===== config.mk =====
export PLATFORM = sky130hd
export DESIGN_NAME = boot_loader
export DESIGN_NICKNAME = d
export VERILOG_FILES = /design/src/rtl/boot_pkg.sv /design/src/rtl/byte_packer.sv /design/src/rtl/boot_loader.sv
export SDC_FILE = /design/constraint.sdc
export NUM_CORES = 1
export LEC_CHECK = 0
export CORE_MARGIN = 2
export CORE_UTILIZATION = 35
export CTS_CLUSTER_DIAMETER = 30
export DETAILED_ROUTE_END_ITERATION = 10
export HOLD_SLACK_MARGIN = 0.05
export PLACE_DENSITY = 0.57
export SETUP_SLACK_MARGIN = 0.02
export SLEW_MARGIN = 5
export SYNTH_ARGS = -nofsm -noshare
export SYNTH_HDL_FRONTEND = slang
export SYNTH_SLANG_ARGS = --single-unit

===== constraint.sdc =====
create_clock -name clk -period 5.42 [get_ports clk]
set_input_delay 0.542 -clock clk [delete_from_list [all_inputs] [get_ports clk]]
set_output_delay 0.542 -clock clk [all_outputs]
set_load 0.05 [all_outputs]

===== src/rtl/boot_pkg.sv =====
// Shared definitions for the boot loader: state encoding, default geometry and length field width.
package boot_pkg;

    typedef enum logic [2:0] {
        LEN_LO = 3'd0,
        LEN_HI = 3'd1,
        DATA   = 3'd2,
        WRITE  = 3'd3,
        CSUM   = 3'd4,
        DONE   = 3'd5,
        ERROR  = 3'd6
    } state_t;

    localparam logic [31:0] DEFAULT_BASE_ADDR = 32'h0000_0000;
    localparam int          DEFAULT_MAX_WORDS = 64;
    localparam int          LEN_W             = 16;

    // States in which the loader is willing to take a stream byte.
    function automatic logic accepts_byte(input state_t s);
        logic r;
        case (s)
            LEN_LO, LEN_HI, DATA, CSUM: r = 1'b1;
            default:                    r = 1'b0;
        endcase
        return r;
    endfunction

endpackage


===== src/rtl/byte_packer.sv =====
// Little-endian 4-byte word assembler; word presents the assembled value including the byte being loaded.
module byte_packer (
    input  logic        clk,
    input  logic        reset,
    input  logic        load,
    input  logic [7:0]  data_byte,
    output logic [31:0] word,
    output logic [1:0]  byte_cnt,
    output logic        word_ready
);

    logic [31:0] word_r;
    logic [1:0]  cnt_r;
    logic [31:0] word_s;

    // Merge the incoming byte into its lane selected by the byte counter.
    always_comb begin
        word_s = word_r;
        case (cnt_r)
            2'd0:    word_s[7:0]   = data_byte;
            2'd1:    word_s[15:8]  = data_byte;
            2'd2:    word_s[23:16] = data_byte;
            2'd3:    word_s[31:24] = data_byte;
            default: word_s        = word_r;
        endcase
    end

    // Byte lane storage and counter; counter wraps naturally after the fourth byte.
    always_ff @(posedge clk or posedge reset) begin
        if (reset) begin
            word_r <= 32'h0000_0000;
            cnt_r  <= 2'd0;
        end else if (load) begin
            word_r <= word_s;
            cnt_r  <= cnt_r + 2'd1;
        end
    end

    assign word       = word_s;
    assign byte_cnt   = cnt_r;
    assign word_ready = load & (cnt_r == 2'd3);

endmodule


===== src/rtl/boot_loader.sv =====
// Byte-stream program loader that fills word memory, then releases the core and mirrors its memory port.
// Optional BOOT_CHECKSUM_EN adds a trailing XOR checksum byte verified before release.
module boot_loader
    import boot_pkg::*;
#(
    parameter logic [31:0] BASE_ADDR = DEFAULT_BASE_ADDR,
    parameter int          MAX_WORDS = DEFAULT_MAX_WORDS
) (
    input  logic        clk,
    input  logic        reset,
    input  logic        in_valid,
    input  logic [7:0]  in_data,
    output logic        in_ready,
    input  logic [31:0] core_adr,
    input  logic [31:0] core_wd,
    input  logic        core_we,
    output logic [31:0] mem_adr,
    output logic [31:0] mem_wd,
    output logic        mem_we,
    output logic        cpu_reset,
    output logic        done,
    output logic        err
);

`ifdef BOOT_CHECKSUM_EN
    localparam state_t LAST_ST = CSUM;
`else
    localparam state_t LAST_ST = DONE;
`endif

    state_t            state_r;
    state_t            next_s;
    logic [LEN_W-1:0]  len_r;
    logic [LEN_W-1:0]  len_s;
    logic [LEN_W-1:0]  idx_r;
    logic [LEN_W-1:0]  idx_inc_s;
    logic [31:0]       ld_adr_r;
    logic [31:0]       ld_wd_r;
    logic              ld_we_r;
    logic              in_ready_r;
    logic              cpu_reset_r;
    logic              done_r;
    logic              err_r;
    logic              xfer_s;
    logic              pack_load_s;
    logic [31:0]       pack_word_s;
    logic [1:0]        pack_cnt_s;
    logic              word_ready_s;
`ifdef BOOT_CHECKSUM_EN
    logic [7:0]        csum_r;
`endif

    assign in_ready    = in_ready_r & ~reset;
    assign xfer_s      = in_valid & in_ready;
    assign pack_load_s = xfer_s & (state_r == DATA);
    assign len_s       = {in_data, len_r[7:0]};
    assign idx_inc_s   = idx_r + 16'd1;

    byte_packer u_packer (
        .clk        (clk),
        .reset      (reset),
        .load       (pack_load_s),
        .data_byte  (in_data),
        .word       (pack_word_s),
        .byte_cnt   (pack_cnt_s),
        .word_ready (word_ready_s)
    );

    // State register.
    always_ff @(posedge clk or posedge reset) begin
        if (reset) begin
            state_r <= LEN_LO;
        end else begin
            state_r <= next_s;
        end
    end

    // Next-state decode; unknown encodings fall into the safe ERROR state.
    always_comb begin
        next_s = state_r;
        case (state_r)
            LEN_LO: begin
                if (xfer_s) next_s = LEN_HI;
                else        next_s = LEN_LO;
            end
            LEN_HI: begin
                if (!xfer_s)                              next_s = LEN_HI;
                else if (len_s == 16'd0)                  next_s = LAST_ST;
                else if ({16'd0, len_s} > 32'(MAX_WORDS)) next_s = ERROR;
                else                                      next_s = DATA;
            end
            DATA: begin
                if (word_ready_s) next_s = WRITE;
                else              next_s = DATA;
            end
            WRITE: begin
                if (idx_inc_s == len_r) next_s = LAST_ST;
                else                    next_s = DATA;
            end
`ifdef BOOT_CHECKSUM_EN
            CSUM: begin
                if (!xfer_s)               next_s = CSUM;
                else if (in_data == csum_r) next_s = DONE;
                else                       next_s = ERROR;
            end
`endif
            DONE:    next_s = DONE;
            ERROR:   next_s = ERROR;
            default: next_s = ERROR;
        endcase
    end

    // Status outputs registered from the upcoming state so they line up with it.
    always_ff @(posedge clk or posedge reset) begin
        if (reset) begin
            in_ready_r  <= 1'b1;
            cpu_reset_r <= 1'b1;
            done_r      <= 1'b0;
            err_r       <= 1'b0;
        end else begin
            in_ready_r  <= accepts_byte(next_s);
            cpu_reset_r <= (next_s != DONE);
            done_r      <= (next_s == DONE);
            err_r       <= (next_s == ERROR);
        end
    end

    // Loader datapath: length capture, word index and the one-cycle write strobe.
    always_ff @(posedge clk or posedge reset) begin
        if (reset) begin
            len_r    <= 16'd0;
            idx_r    <= 16'd0;
            ld_adr_r <= 32'h0000_0000;
            ld_wd_r  <= 32'h0000_0000;
            ld_we_r  <= 1'b0;
        end else begin
            ld_we_r <= word_ready_s;
            if (word_ready_s) begin
                ld_adr_r <= BASE_ADDR + {14'd0, idx_r, 2'b00};
                ld_wd_r  <= pack_word_s;
            end
            if (xfer_s && state_r == LEN_LO) len_r[7:0]  <= in_data;
            if (xfer_s && state_r == LEN_HI) len_r[15:8] <= in_data;
            if (state_r == WRITE)            idx_r       <= idx_inc_s;
        end
    end

`ifdef BOOT_CHECKSUM_EN
    // Running XOR of every data byte accepted.
    always_ff @(posedge clk or posedge reset) begin
        if (reset) begin
            csum_r <= 8'h00;
        end else if (pack_load_s) begin
            csum_r <= csum_r ^ in_data;
        end
    end
`endif

    // Memory port mux: the core owns the port only once the image is loaded.
    always_comb begin
        mem_adr = ld_adr_r;
        mem_wd  = ld_wd_r;
        mem_we  = ld_we_r;
        if (state_r == DONE) begin
            mem_adr = core_adr;
            mem_wd  = core_wd;
            mem_we  = core_we;
        end else begin
            mem_adr = ld_adr_r;
            mem_wd  = ld_wd_r;
            mem_we  = ld_we_r;
        end
    end

    assign cpu_reset = cpu_reset_r;
    assign done      = done_r;
    assign err       = err_r;

endmodule


==> flow_summary.json, run 1 <==
{
  "drt_first_pass_iters": 4,
  "fin_nets": 765,
  "cp.arrival_ns": 3.84,
  "cts_resized": 0,
  "run_status": "finished, final reports clean",
  "max_slew_margin_pct": 22.8,
  "synth_common_cells": "115 x nand2_1, 112 x dfrtp_1, 83 x mux2_2, 28 x o21ai_0",
  "grt_max_degree": 85,
  "p_seq_share_pct": 34.6,
  "synth.area.mux_share_pct": 20.8,
  "clkTransAtPathRegs_ns": 0.05,
  "synth_top_area_share_pct": 46.8,
  "setup_viol": 0,
  "slew_viol_final": 0,
  "synth_area_leaders": "dfrtp_1 47%, mux2_2 16%, nand2_1 7.2%, mux2i_1 4.0%, xnor2_1 3.4%",
  "power_density_nw_per_um2": 478,
  "antenna-diode-count": 0,
  "min-delay-path-class": "register to register",
  "overflow": 0,
  "hpwlAfterDp_mm": 9.73,
  "clk_path_buf_depth": 2,
  "holdBufCountCts": 0,
  "p_leak_nw": 3.62,
  "wl_per_cell_um": 15.4,
  "coreArea_um2": 16600,
  "synth_adder_area_share_pct": 1.05,
  "fin_crit_sh_pct": 80.9,
  "cp.required_ns": 4.88,
  "htree_levels": 4,
  "cp-end-kind": "primary output",
  "num_rows": 47,
  "rsz0062_at_grt": "no",
  "synth-xor-area-share_pct": 5.71,
  "min_from": "ld_wd_r[24]",
  "worst_hold_slack_ns": 0.474,
  "grt_antenna_before_repair": 0,
  "setup.worst_path.class": "register to primary output",
  "cp-startpoint": "state_r[0]",
  "cts.sinks": 114,
  "synth_top_family_by_area": "multiplexers",
  "yosysWarnings": 0,
  "peakVddDrop_mv": 0.272,
  "r2r-start": "idx_r[0]",
  "clkPwrFrac_pct": 26.1,
  "skew_ns": 0.00661,
  "grt_pass1_vias": 4484,
  "synthCells": 564,
  "via_count": 4443,
  "power_switching_mw": 1.42,
  "nFillCells": 1529,
  "comb_power_share_pct": 39.3,
  "tritoncts": "done",
  "synth_seq_cells": 114,
  "ys_seq_area_share_pct": 47.7,
  "dieArea_um2": 18200,
  "drive_above_1_share_pct": 17.8,
  "tightest_slew_ns": 1.16,
  "track_usage_pct": 16.2,
  "min_period_ns": 4.39,
  "pin_count": 145,
  "numPortBuffers": 144,
  "drt-initial-drc-count": 216,
  "synthSimpleGateAreaFrac_pct": 16.2,
  "max_clock_freq_mhz": 228,
  "synth_area_per_cell_um2": 10.6,
  "routed_via_density": 4.85,
  "ant_nets": 0,
  "clk_latency_ns": 0.41,
  "synth_compound_area_share_pct": 3.97,
  "critPathMaxFanout": 49,
  "cap_violations": 0,
  "syn2layout_area_growth_pct": 33.9,
  "drc_errors": 0,
  "syn_area_um2": 5980,
  "synth_edf_count": 0,
  "synth-main-ff-cell": "dfrtp_1",
  "start_util_pct": 36.0,
  "gp_congestion": 0.842,
  "finalHoldViolations": 0,
  "grt_pass1_wl_mm": 22.8,
  "postCtsSetupRepairBufs": 0,
  "yosys.area.top_type": "dfrtp_1",
  "synthArstFlopShare_pct": 100,
  "die_h_um": 135,
  "routed_wl_mm": 14.1,
  "die_x_um": 135,
  "yosysUniqueCellTypes": 47,
  "cts_buffers": 17,
  "startpoint_type": "register",
  "setup_tns_ns": 0,
  "root_buffer": "clkbuf_16",
  "syn_nets": 645,
  "p_int_mw": 2.42,
  "sw_frac_of_total_pct": 36.9,
  "synth_most_common_cell": "nand2_1"
}
-- placed cells by master, fill, tap and decap left out, drive strengths merged, types with 5 or more instances in the layout --
cell type	instances
xor2	16
and3	17
clkbuf	27
clkinv	5
clkdlybuf4s50	144
nor2	15
ha	5
nor3	9
mux2i	24
nor2b	6
nand2	115
inv	7
nand3	8
o21ai	28
mux2	89
dfrtp	112
nor4	9
nand4	9
xnor2	23
-- layout make-up --
cell class	count	area, um2	share of cell area [%]
clock buffers	27	513	6.40
flip-flops and latches	114	2860	35.6
repair buffers	146	1460	18.2
well taps	220	275	3.43
multi-input cells	398	2860	35.7
clock inverters	5	25.0	0.312
inverters	7	28.8	0.359
-- cell families (layout without fill, tap and decap cells) --
group / count (synthesis) / in the layout
and+or+nand+nor: 200 / 200
DFF: 114 / 114
muxes: 113 / 113
buffers and inverters: 52 / 185
AOI/OAI and AO/OA: 41 / 41
xor gates and xnor gates: 39 / 39
adders and majority gates: 5 / 5
-- critical path, cell delays in order, from the launching register on --
cell             delay (ns)
dfrtp_1                0.45
nor2b_1                0.77
and2_2                 1.06
mux2_2                 0.42
clkdlybuf4s50_1        0.70
-- metal layers --
layer  vias up  GRT usage [%]  wire length, um
li1       2156              -                -
met2       154           25.7             6480
met1      2117           21.7             6520
met4         0           5.67              175
met3        16           4.17              945
met5         -              0                0
-- through the flow --
stage          utilization (%)  cells  total power, mW  worst slack [ns]  instance area [um2]
6_report                  48.2    917             3.83              1.03                 8010
3_5_place_dp              44.9    885             2.86              1.36                 7480
2_1_floorplan                -    564             2.41              1.87                 5980
3_3_place_gp              44.9    885             2.83              1.57                 7480
5_1_grt                   48.2    917             4.05             0.672                 8010
4_1_cts                   48.2    917             3.88             0.906                 8010
-- worst paths after layout --
path                                 endpoint  slack [ns]  cells past startpoint
hold reg to reg                   ld_wd_r[24]        0.47                      2
setup / recovery                   mem_wd[24]        1.03                      4
hold / removal                    ld_wd_r[24]        0.47                      2
max in group asynchronous  u_packer.word_r[5]        3.59                      3
min in group asynchronous                 err        0.78                      2
setup reg to reg                   in_ready_r        2.83                      7
-- state kept, by name (all words and copies together) (netlist names) --
register,flops
u_packer.byte_cnt,2
len_r,16
idx_r,16
u_packer.word_r,24
done,1
state_r,3
ld_we_r,1
in_ready_r,1
ld_adr_r,16
cpu_reset,1
err,1
ld_wd_r,32
-- power groups by stage --
stage,Combinational (mW),Clock (mW),Sequential (mW)
floorplan,1.13,0,1.27
global placement,1.50,0,1.33
detailed placement,1.52,0,1.35
CTS,1.53,1.02,1.33
global route,1.62,1.06,1.37
finish,1.51,1.00,1.33
Note: power is estimated with default switching activity, not from simulation.
==> run 2, diff against run 1 <==
- PLACE_DENSITY: 0.57 -> 0.59
- clock period: 5.42 -> 4 ns (I/O delays scaled with it)
==> flow_summary.json, run 2 (same netlist as run 1, synthesis figures left out) <==
{
  "clkPwrFrac_pct": 27.7,
  "sw_frac_of_total_pct": 37.5,
  "comb_power_share_pct": 39.0,
  "grt_pass1_wl_mm": 24.1,
  "setup.worst_path.class": "register to primary output",
  "drive_above_1_share_pct": 19.0,
  "cap_violations": 0,
  "die_h_um": 135,
  "clk_latency_ns": 0.41,
  "power_density_nw_per_um2": 658,
  "coreArea_um2": 16600,
  "wl_per_cell_um": 16.0,
  "drt-initial-drc-count": 213,
  "p_seq_share_pct": 33.3,
  "overflow": 0,
  "setup_viol": 0,
  "fin_crit_sh_pct": 84.7,
  "tightest_slew_ns": 0.781,
  "top_register": "ld_wd_r",
  "setup_tns_ns": 0,
  "final_common_cell": "clkdlybuf4s50_1",
  "finalHoldViolations": 0,
  "cts_buffers": 17,
  "highest_layer": "met4",
  "reg.largest.list": "ld_wd_r (32), u_packer.word_r (24)",
  "skew_ns": 0.0126,
  "cp.required_ns": 3.60,
  "peakVddDrop_mv": 0.445,
  "final_cells": 921,
  "place_area_um2": 7540,
  "postCtsSetupRepairBufs": 0,
  "max_slew_margin_pct": 47.8,
  "cts_resized": 0,
  "clkTransAtPathRegs_ns": 0.06,
  "run_status": "finished, final reports clean",
  "min-delay-path-class": "register to register",
  "critPathMaxFanout": 38,
  "holdBufCountCts": 0,
  "grt_antenna_before_repair": 0,
  "track_usage_pct": 17.0,
  "slew_viol_final": 0,
  "tritoncts": "done",
  "drc_errors": 0,
  "drt_first_pass_iters": 4,
  "cp.arrival_ns": 2.99,
  "p_int_mw": 3.34,
  "via_count": 4519,
  "worst_hold_slack_ns": 0.472,
  "p_leak_nw": 3.64,
  "fin_nets": 770,
  "largest_register_ffs": 32,
  "grt_max_degree": 74,
  "wl_met3_um": 829,
  "rsz0062_at_grt": "no",
  "min_period_ns": 3.39,
  "die_x_um": 135,
  "cp-end-kind": "primary output",
  "root_buffer": "clkbuf_16",
  "clk_path_buf_depth": 2,
  "numPortBuffers": 144,
  "stdcell_area_um2": 8120,
  "dp_cells": 890,
  "antenna-diode-count": 0,
  "startpoint_type": "register",
  "wl_met1_mm": 6.64,
  "pin_count": 145,
  "ant_nets": 0,
  "grt_pass1_vias": 4646,
  "syn2layout_area_growth_pct": 35.7,
  "routed_via_density": 4.91,
  "cts.sinks": 114,
  "gp_congestion": 0.825,
  "dieArea_um2": 18200,
  "num_rows": 47,
  "max_clock_freq_mhz": 295,
  "route.met2.wl_mm": 7.16,
  "htree_levels": 4,
  "routed_wl_mm": 14.8,
  "start_util_pct": 36.0,
  "power_switching_mw": 2.00,
  "hpwlAfterDp_mm": 10.2,
  "final_util_pct": 48.8,
  "mostFrequentLayoutCells": "144 x clkdlybuf4s50_1, 114 x nand2_1, 112 x dfrtp_1"
}
run 2: worst max-delay path: stages, from the launching register on:
cell             delay (ns)
dfrtp_1                0.46
nor2b_1                0.16
buf_4                  0.20
and2_2                 0.39
buf_12                 0.27
mux2_2                 0.37
clkdlybuf4s50_1        0.70
run 2: power groups by stage:
stage / combinational [mW] / sequential, mW / clock, mW
5_1_grt: 2.24 / 1.83 / 1.55
6_report: 2.08 / 1.78 / 1.48
4_1_cts: 2.10 / 1.79 / 1.50
2_1_floorplan: 1.54 / 1.72 / 0
3_3_place_gp: 2.05 / 1.79 / 0
3_5_place_dp: 2.09 / 1.81 / 0
run 2: layout make-up:
class | instances | area, um2
Clock buffer | 17 | 425
Clock inverter | 14 | 156
Fill cell | 1524 | 8520
Inverter | 7 | 28.8
Multi-Input combinational cell | 398 | 2860
Sequential cell | 114 | 2860
Tap cell | 220 | 275
Timing Repair Buffer | 151 | 1520
run 2: worst paths after layout:
check                            start     endpoint  slack (ns)  cells after the start
max                         state_r[0]  mem_adr[17]        0.61                      6
min                        ld_adr_r[7]  ld_adr_r[7]        0.47                      2
max reg2reg                   idx_r[0]   in_ready_r        1.33                      7
min reg2reg                ld_adr_r[7]  ld_adr_r[7]        0.47                      2
max in group asynchronous        reset    cpu_reset        2.70                      3
min in group asynchronous        reset   state_r[1]        0.50                      2
run 2: metrics by stage:
stage | power [mW] | setup slack [ns]
6_report | 5.34 | 0.611
5_1_grt | 5.63 | 0.447
4_1_cts | 5.39 | 0.595
3_5_place_dp | 3.90 | 1.03
3_3_place_gp | 3.85 | 1.10
2_1_floorplan | 3.26 | 0.588
run 2: per-layer routing:
metal	GRT usage (%)	vias to the layer above
met3	3.90	9
met2	27.9	122
li1	-	2172
met1	22.6	2216
met5	0	-
met4	4.97	0
